$ cat src/rtl/sliding_window_kxk.sv
// rtl/sliding_window_kxk.sv - KxK sliding window generator with line buffers, stride and backpressure

module sliding_window_kxk #(
   parameter int DATA_W = 8,
   parameter int K      = 3,
   parameter int IMG_W  = 5,
   parameter int IMG_H  = 5,
   parameter int STRIDE = 1
) (
   input  logic                     clk,
   input  logic                     rst_n,
   input  logic                     in_valid,
   output logic                     in_ready,
   input  logic [DATA_W-1:0]        pixel_in,
   output logic [K*K*DATA_W-1:0]    win,
   output logic                     out_valid,
   input  logic                     out_ready,
   output logic [$clog2(IMG_H)-1:0] out_row,
   output logic [$clog2(IMG_W)-1:0] out_col,
   output logic                     frame_done
);

   localparam int RW = $clog2(IMG_H);
   localparam int CW = $clog2(IMG_W);
   localparam int PW = (STRIDE > 1) ? $clog2(STRIDE) : 1;

   localparam logic [RW-1:0] ROW_LAST  = RW'(IMG_H - 1);
   localparam logic [CW-1:0] COL_LAST  = CW'(IMG_W - 1);
   localparam logic [RW-1:0] ROW_FIRST = RW'(K - 1);
   localparam logic [CW-1:0] COL_FIRST = CW'(K - 1);
   // Bottom-right position of the final window of a frame once stride skips the ragged edge
   localparam logic [RW-1:0] DONE_ROW  = RW'(IMG_H - 1 - ((IMG_H - K) % STRIDE));
   localparam logic [CW-1:0] DONE_COL  = CW'(IMG_W - 1 - ((IMG_W - K) % STRIDE));
   localparam logic [PW-1:0] PH_MAX    = PW'(STRIDE - 1);

   logic [RW-1:0] row_q, row_d;
   logic [CW-1:0] col_q, col_d;
   logic [PW-1:0] rph_q, rph_d;
   logic [PW-1:0] cph_q, cph_d;

   logic                  out_valid_q, out_valid_d;
   logic [K*K*DATA_W-1:0] win_q, win_d;
   logic [RW-1:0]         out_row_q, out_row_d;
   logic [CW-1:0]         out_col_q, out_col_d;
   logic                  frame_done_q, frame_done_d;

   logic accept;
   logic emit;

   logic [DATA_W-1:0]     new_col [K];
   logic [DATA_W-1:0]     sr_q [K][K];
   logic [DATA_W-1:0]     sr_d [K][K];
   logic [DATA_W-1:0]     lb_q [K-1][IMG_W];
   logic [K*K*DATA_W-1:0] win_flat;

   // Single output register without skid: take a pixel only when the output slot is free or draining
   assign in_ready = !out_valid_q || out_ready;
   assign accept   = in_valid && in_ready;
   assign emit     = accept && (row_q >= ROW_FIRST) && (col_q >= COL_FIRST)
                     && (rph_q == '0) && (cph_q == '0);

   // Next window: shift left one column, new rightmost column from line buffers plus incoming pixel
   always_comb begin
      for (int r = 0; r < K-1; r++) begin
         new_col[r] = lb_q[r][col_q];
      end
      new_col[K-1] = pixel_in;
      for (int r = 0; r < K; r++) begin
         for (int c = 0; c < K-1; c++) begin
            sr_d[r][c] = sr_q[r][c+1];
         end
         sr_d[r][K-1] = new_col[r];
      end
      win_flat = '0;
      for (int r = 0; r < K; r++) begin
         for (int c = 0; c < K; c++) begin
            win_flat[(r*K+c)*DATA_W +: DATA_W] = sr_d[r][c];
         end
      end
   end

   // Raster position and stride phases; a phase of 0 marks a row/column where a window may start
   always_comb begin
      row_d = row_q;
      col_d = col_q;
      rph_d = rph_q;
      cph_d = cph_q;
      if (accept) begin
         if (col_q == COL_LAST) begin
            col_d = '0;
            cph_d = '0;
            if (row_q == ROW_LAST) begin
               row_d = '0;
               rph_d = '0;
            end else begin
               row_d = row_q + 1'b1;
               rph_d = ((row_q < ROW_FIRST) || (rph_q == PH_MAX)) ? '0 : rph_q + 1'b1;
            end
         end else begin
            col_d = col_q + 1'b1;
            cph_d = ((col_q < COL_FIRST) || (cph_q == PH_MAX)) ? '0 : cph_q + 1'b1;
         end
      end
   end

   // Output slot: a new window overwrites a draining one, otherwise hold until accepted
   always_comb begin
      out_valid_d  = emit ? 1'b1 : (out_ready ? 1'b0 : out_valid_q);
      win_d        = emit ? win_flat : win_q;
      out_row_d    = emit ? row_q : out_row_q;
      out_col_d    = emit ? col_q : out_col_q;
      frame_done_d = out_valid_q && out_ready && (out_row_q == DONE_ROW) && (out_col_q == DONE_COL);
   end

   // Control and output registers with synchronous active-low reset
   always_ff @(posedge clk) begin
      if (!rst_n) begin
         row_q        <= '0;
         col_q        <= '0;
         rph_q        <= '0;
         cph_q        <= '0;
         out_valid_q  <= 1'b0;
         win_q        <= '0;
         out_row_q    <= '0;
         out_col_q    <= '0;
         frame_done_q <= 1'b0;
      end else begin
         row_q        <= row_d;
         col_q        <= col_d;
         rph_q        <= rph_d;
         cph_q        <= cph_d;
         out_valid_q  <= out_valid_d;
         win_q        <= win_d;
         out_row_q    <= out_row_d;
         out_col_q    <= out_col_d;
         frame_done_q <= frame_done_d;
      end
   end

   // Window array and line-buffer cascade; contents need no reset since emits only use current-frame data
   always_ff @(posedge clk) begin
      if (accept) begin
         for (int r = 0; r < K; r++) begin
            for (int c = 0; c < K; c++) begin
               sr_q[r][c] <= sr_d[r][c];
            end
         end
         for (int r = 0; r < K-2; r++) begin
            lb_q[r][col_q] <= lb_q[r+1][col_q];
         end
         lb_q[K-2][col_q] <= pixel_in;
      end
   end

   assign out_valid  = out_valid_q;
   assign win        = win_q;
   assign out_row    = out_row_q;
   assign out_col    = out_col_q;
   assign frame_done = frame_done_q;

endmodule
$ cat config.mk
export PLATFORM = sky130hd
export DESIGN_NAME = sliding_window_kxk
export DESIGN_NICKNAME = d
export VERILOG_FILES = /design/src/rtl/sliding_window_kxk.sv
export SDC_FILE = /design/constraint.sdc
export NUM_CORES = 1
export LEC_CHECK = 0
export CAP_MARGIN = 20
export CORE_ASPECT_RATIO = 0.6
export CORE_UTILIZATION = 40
export CTS_BUF_LIST = sky130_fd_sc_hd__clkbuf_8
export DETAILED_ROUTE_END_ITERATION = 8
export MAX_ROUTING_LAYER = met4
export SETUP_SLACK_MARGIN = 0.3
export SLEW_MARGIN = 20
export SYNTH_ARGS = -nofsm -noshare
export SYNTH_HDL_FRONTEND = slang
export SYNTH_SLANG_ARGS = --single-unit
$ cat constraint.sdc
create_clock -name clk -period 6.6 [get_ports clk]
set_input_delay 1.32 -clock clk [delete_from_list [all_inputs] [get_ports clk]]
set_output_delay 1.32 -clock clk [all_outputs]
set_load 0.005 [all_outputs]
==> results of run 1 <==
==> synth_stat cells (all sizes together), types with 3 or more instances <==
library cell	count	share of area, %
edfxtp	128	48
o211a	16	2.0
nand3	62	3.8
nor2	22	1.0
buf	30	2.8
nor3	3	0.25
ha	5	0.78
mux2i	16	2.0
nand2	8	0.40
o21ai	65	4.0
clkbuf	20	0.93
a21o	16	1.5
and3	6	0.47
a221o	15	1.9
mux2	16	2.3
a21oi	68	4.2
nand2b	3	0.26
dfxtp	88	22
inv	7	0.33
==> where the power goes <==
group | total [mW] | switching (mW) | internal (mW)
registers | 1.52 | 0.0223 | 1.50
logic | 0.154 | 0.106 | 0.0476
clock network | 1.09 | 0.519 | 0.567
==> metrics by stage <==
stage	hold WS, ps	instance area (sq um)
3_5_place_dp	436	9080
5_1_grt	459	9740
3_3_place_gp	435	9080
2_1_floorplan	426	8060
4_1_cts	451	9740
6_report	453	9740
==> worst max-delay path, delay by kind of cell <==
family,cells,cell delay [ps]
AND/OR/NAND/NOR,1,190
buffers and inverters,2,990
==> metal layers <==
layer  GRT usage, %  share of wire (%)  vias to the layer above
met5              -                  0                        -
met4           5.07                1.7                        0
met3           3.83                6.0                       32
met2           24.1                 42                      163
met1           27.8                 51                     2558
li1               -                  -                     2446
==> sequential cells by signal, indices dropped and copies added, names as in the netlist <==
signal / count
col_q: 3
cph_q: 1
frame_done: 1
lb_q: 80
out_col: 3
out_row: 3
out_valid: 1
row_q: 3
rph_q: 1
sr_q: 48
win: 72
==> layout make-up <==
cell class / instances / area (sq um) / share of cell area, %
clock buffers: 41 / 564 / 5.79
inverters: 7 / 30.0 / 0.308
multi-input cells: 333 / 2150 / 22.1
repair buffers: 98 / 966 / 9.91
flip-flops and latches: 216 / 5610 / 57.5
well taps: 266 / 333 / 3.42
clock inverters: 20 / 93.8 / 0.963
==> worst max-delay path by stage <==
stage	cells after the start	start	slack [ps]	endpoint
4_1_cts	3	out_ready	2780	in_ready
6_report	3	out_ready	2780	in_ready
5_1_grt	3	out_ready	2730	in_ready
3_5_place_dp	3	out_ready	2790	in_ready
3_3_place_gp	3	out_ready	2790	in_ready
2_1_floorplan	5	out_ready	3140	lb_q[0][10]
==> logic make-up after synthesis <==
kind of cell,count (synthesis)
compound gates,184
buf+inv,57
xor+xnor,1
mux,32
fa+ha+maj,5
simple gates,111
flops,216
==> metrics.md, run 1 <==
| Metric | Value |
|---|---|
| CTS clk-pin slew, worst paths | 60 ps |
| Mux share of post-synthesis cell area | 4.31% |
| Number of CTS-inserted buffers | 34 |
| RSZ-0062 raised after global routing | false |
| Layout Cells excl Fill | 981 |
| Starting density of the core | 41.6% |
| Sum Neg Setup Slack | 0 ps |
| Largest family of logic cells by synthesized area | compound AO/OA/AOI/OAI gates |
| Buffers on Ports | 92 |
| Worst EP arrival | 2500 ps |
| Final Cycle Share | 57.9% |
| DIE WIDTH | 185 um |
| Vias in the first global route | 5001 |
| Cells after synthesis | 606 |
| Slew @ Worst Pin | 1060 ps |
| Minimum clock period | 3820 ps |
| CP required | 5280 ps |
| CP Launch Type | primary input |
| Reg2reg path depth | 6 |
| Slowest stage delay, CP | 520 ps |
| Fmax achieved | around 260 MHz |
| Initial DRC count | 429 |
| Mapped Nets | just over 600 |
| Grt total ovfl | 0 |
| Global-route usage over all layers | 18.2% |
| Yosys warns | 0 |
| Site Rows | 39 |
| Post-detail-place hpwl | 11.0 mm |
| CP max FO | 6 |
| Max-slew violation count | 0 |
| Synth cell types | 39 |
| CP endpoint kind | primary output |
| Total power draw | 2.76 mW |
| Flop and latch count out of synthesis | 216 |
| Hold path cells | 0 |
| Number of enable flip-flop cells after synthesis | 128 |
| Clock latency on the worst-skew pair | 510 ps |
| Most frequent cells in the layout | edfxtp_1 (128), clkdlybuf4s50_1 (92), dfxtp_1 (88) |
| Setup violators final | 0 |
| Worst VDD drop | roughly 0.15 mV |
| Worst R2R Setup Slack | between 3000 and 4000 ps |
| Cell Area, Synth | approximately 8000 sq um |
| Crit path cell chain | clkdlybuf4s50_1, nand2b_2, clkdlybuf4s50_1 |
| Fraction of layout cells with a size suffix above 1 | 11.2% |
| Seq/Total Area, Yosys | 69.5% |
| Root Buffer | clkbuf_8 |
| PnR worst setup slack | 2780 ps |
| Pre-CTS WS | about 2800 ps |
| Post-Synth XOR/XNOR Area | 0.109% |
| Antenna Cells | 0 |
| Leak | 3.45 nW |
| # fillers | 1687 |
| Drt first pass iters | 5 |
| Simple-Gate Fraction of Synth Area | 7.20% |
| Reg2Reg Capture Point | win[66] |
| Placer Congestion | 0.766 |
| Wire length of the first global-routing pass | between 20 and 30 mm |
| DR vias | just over 5000 |
| Hold buffers post-CTS | 0 |
| Area grow syn2layout | 20.8% |
| Hold Crit Start | sr_q[1][7] |
| Slowest CP cell | clkdlybuf4s50_1 |
| CTS tree | built |
| Largest net degree at the start of global routing | 73 |
| Post-synthesis adder-cell area fraction | 0.776% |
| H-tree Lvls | 2 |
| Final Util | slightly above 50% |
| Pwr dens | 283 nW/um^2 |
| Clock Tree Buf Depth | 3 |
| Hold path endpoint | sr_q[1][15] |
| Syn Area/Cell | between 10 and 15 sq um |
| Post-route ant nets | 0 |
| Post-CTS Setup Bufs | 0 |
| Die ar. | around 21000 sq um |
| Min-delay worst type | reg2reg |
| Core ar. | roughly 19000 sq um |
| Kind of critical path | in2out |
| Fin. Hold Viols | 0 |
| Most common cell after layout, fill and taps aside | edfxtp_1 |
| Rel. slew slack | 29.6% |
| Clock Skews | 30.5 ps |
| # nets final | 707 |
| Initial antenna violation count | 0 |
| Clock sinks | 216 |
| Max-cap violations | 0 |
| Outcome | finished clean |
| Via-to-Cell Ratio | 5.30 |
| # IOs | 93 |
| CP most frequent cell | clkdlybuf4s50_1 |
| # placed instances | 920 |
| FFs w/ async S/R, synth | 0% |
| Die height | ~110 um |
| Final wirelength | 18.0 mm |
| Synth Flop Type | edfxtp_1 |
| RR Startpoint | col_q[0] |
| DRC | 0 |
| Post-CTS sizing | 0 |
| Routed wire per std cell | 18.4 um |
| Compound-Gate Fraction of Synth Area | 14.0% |
No activity file was read; power rests on OpenSTA's default activity.
==> run 2, diff against run 1 <==
Clock period 6.6 ns to 3.63 ns, I/O delays scaled along.
==> run 2 against run 1 <==
Highest routed layer unchanged. Die area did not move. Power up 82%. Sequential share of layout area down 0.44 points. First-iteration DRC count shrank 6.8%. Via count grew 0.29%. Critical endpoint is now win[36]. Flip-flop and latch count unchanged. Combinational power rose by 85%. Critical path type is now reg2reg. Non-clock buffer count rose by 8. Register-to-register slack worse by 2700 ps.
==> metrics.md, run 2 (synthesis results as in run 1) <==
| Metric | Value |
|---|---|
| CP required | 4000 ps |
| Global-route usage over all layers | 18.3% |
| Post-detail-place hpwl | 11.5 mm |
| Placed cell areas | 9160 sq um |
| Slowest stage delay, CP | 950 ps |
| Wire length of the first global-routing pass | 28.5 mm |
| Rel. slew slack | 32.6% |
| Max-slew violation count | 0 |
| CP Launch Type | flop |
| Post-CTS Setup Bufs | 0 |
| Kind of critical path | reg2reg |
| Die height | 112 um |
| Area grow syn2layout | 21.8% |
| Via-to-Cell Ratio | 5.27 |
| H-tree Lvls | 2 |
| Minimum clock period | 2760 ps |
| Most crowded layer after global routing | met1 |
| Starting density of the core | 41.6% |
| DIE WIDTH | 185 um |
| Largest net degree at the start of global routing | 78 |
| Grt total ovfl | 0 |
| # IOs | just over 90 |
| Routed wire per std cell | 18.4 um |
| CTS tree | built |
| Clock Skews | 19.7 ps |
| Met1 Track Usage GR | 27.4% |
| DRC | 0 |
| Fraction of layout cells with a size suffix above 1 | 11.5% |
| CP endpoint kind | flop |
| Most frequent cells in the layout | edfxtp_1 (128), clkdlybuf4s50_1 (92), dfxtp_1 (88) |
| Clock sinks | ~220 |
| Sum Neg Setup Slack | 0 ps |
| Placer Congestion | 0.788 |
| Drt first pass iters | 5 |
| Crit path cell chain | inv_1, ha_1, nor3_2, or4_2, buf_12, o21ai_0, a21oi_1 |
| Buffers on Ports | 92 |
| DR vias | 5214 |
| Site Rows | 39 |
| Outcome | finished clean |
| # nets final | 715 |
| WP buf/inv | 2 |
| Clock latency on the worst-skew pair | about 500 ps |
| RSZ-0062 raised after global routing | false |
| Most common cell after layout, fill and taps aside | edfxtp_1 |
| Post-CTS sizing | 0 |
| Max-cap violations | 0 |
| Worst R2R Setup Slack | approximately 870 ps |
| Fin. Hold Viols | 0 |
| Worst VDD drop | 0.227 mV |
| Min-delay worst type | reg2reg |
| Number of CTS-inserted buffers | 34 |
| Biggest register | lb_q |
| CP delay by family, top | simple AND/OR/NAND/NOR gates |
| Final Util | 50.7% |
| Total power draw | 5.02 mW |
| Initial antenna violation count | 0 |
| Post-route cell area | 9820 sq um |
| Final Cycle Share | 76.0% |
| Slew @ Worst Pin | 1010 ps |
| Slowest CP cell | or4_2 |
| M3 GR Usage | 3.73% |
| Die ar. | about 21000 sq um |
| Fmax achieved | 362 MHz |
| Vias in the first global route | 5012 |
| Final wirelength | 18.2 mm |
| Root Buffer | clkbuf_8 |
| Post-route ant nets | 0 |
| Clock Tree Buf Depth | 3 |
| Initial DRC count | 400 |
| Pwr dens | 512 nW/um^2 |
| Hold buffers post-CTS | 0 |
| Max FFs per register | 80 |
| Setup violators final | 0 |
| Worst EP arrival | 3130 ps |
| Core ar. | 19400 sq um |
| Antenna Cells | 0 |
| Leak | about 3.5 nW |
| CP max FO | 36 |
| GR Util met2 | 25.3% |
| CTS clk-pin slew, worst paths | 60 ps |
[run 2: cell count changes in the layout (fill, tap and decap cells not counted), moves of 2 or more]
cell / previous run / this run
buf_12: 0 / 2
clkinv_1: 1 / 4
clkbuf_8: 41 / 39
buf_4: 6 / 12
clkinv_2: 3 / 0
clkinvlp_4: 3 / 0
inv_1: 18 / 20
[run 2: report_power, final]
part           internal [mW]  total [mW]  switching (mW)
Clock                   1.06        1.97           0.913
Combinational         0.0929       0.285           0.192
Sequential              2.73        2.77          0.0431
[run 2: path summary, 6_finish.rpt]
path	depth (start not counted)	endpoint	start
max	7	win[36]	col_q[0]
min	0	sr_q[2][9]	sr_q[2][1]
max reg2reg	7	win[36]	col_q[0]
min reg2reg	0	sr_q[2][9]	sr_q[2][1]
[run 2: worst register-to-register path: cells and delay by family (launching register included)]
family | cells | cell delay [ps]
AOI/OAI and AO/OA | 2 | 300
DFF | 1 | 610
adders and majority gates | 1 | 190
buffers and inverters | 2 | 560
and+or+nand+nor | 2 | 1000
[run 2: routing by layer]
layer	wire length (um)	share of wire, %	up-vias
met2	7740	43	169
met5	0	0	-
met4	197	1.1	0
met1	9200	51	2560
li1	-	-	2464
met3	1060	5.8	21
[run 2: cell type report]
class | instances | area (sq um)
clock inverter | 22 | 119
tap | 266 | 333
multi-input combinational | 333 | 2150
timing repair buffer | 106 | 1050
inverter | 7 | 28.8
clock buffer | 39 | 537
fill | 1677 | 9550
sequential | 216 | 5610
[run 2: stage by stage]
stage	hold WS, ps	std cells	setup WS (ps)
6_report	448	989	870
5_1_grt	448	989	573
4_1_cts	446	989	858
3_5_place_dp	432	928	880
3_3_place_gp	431	928	939
2_1_floorplan	426	606	761
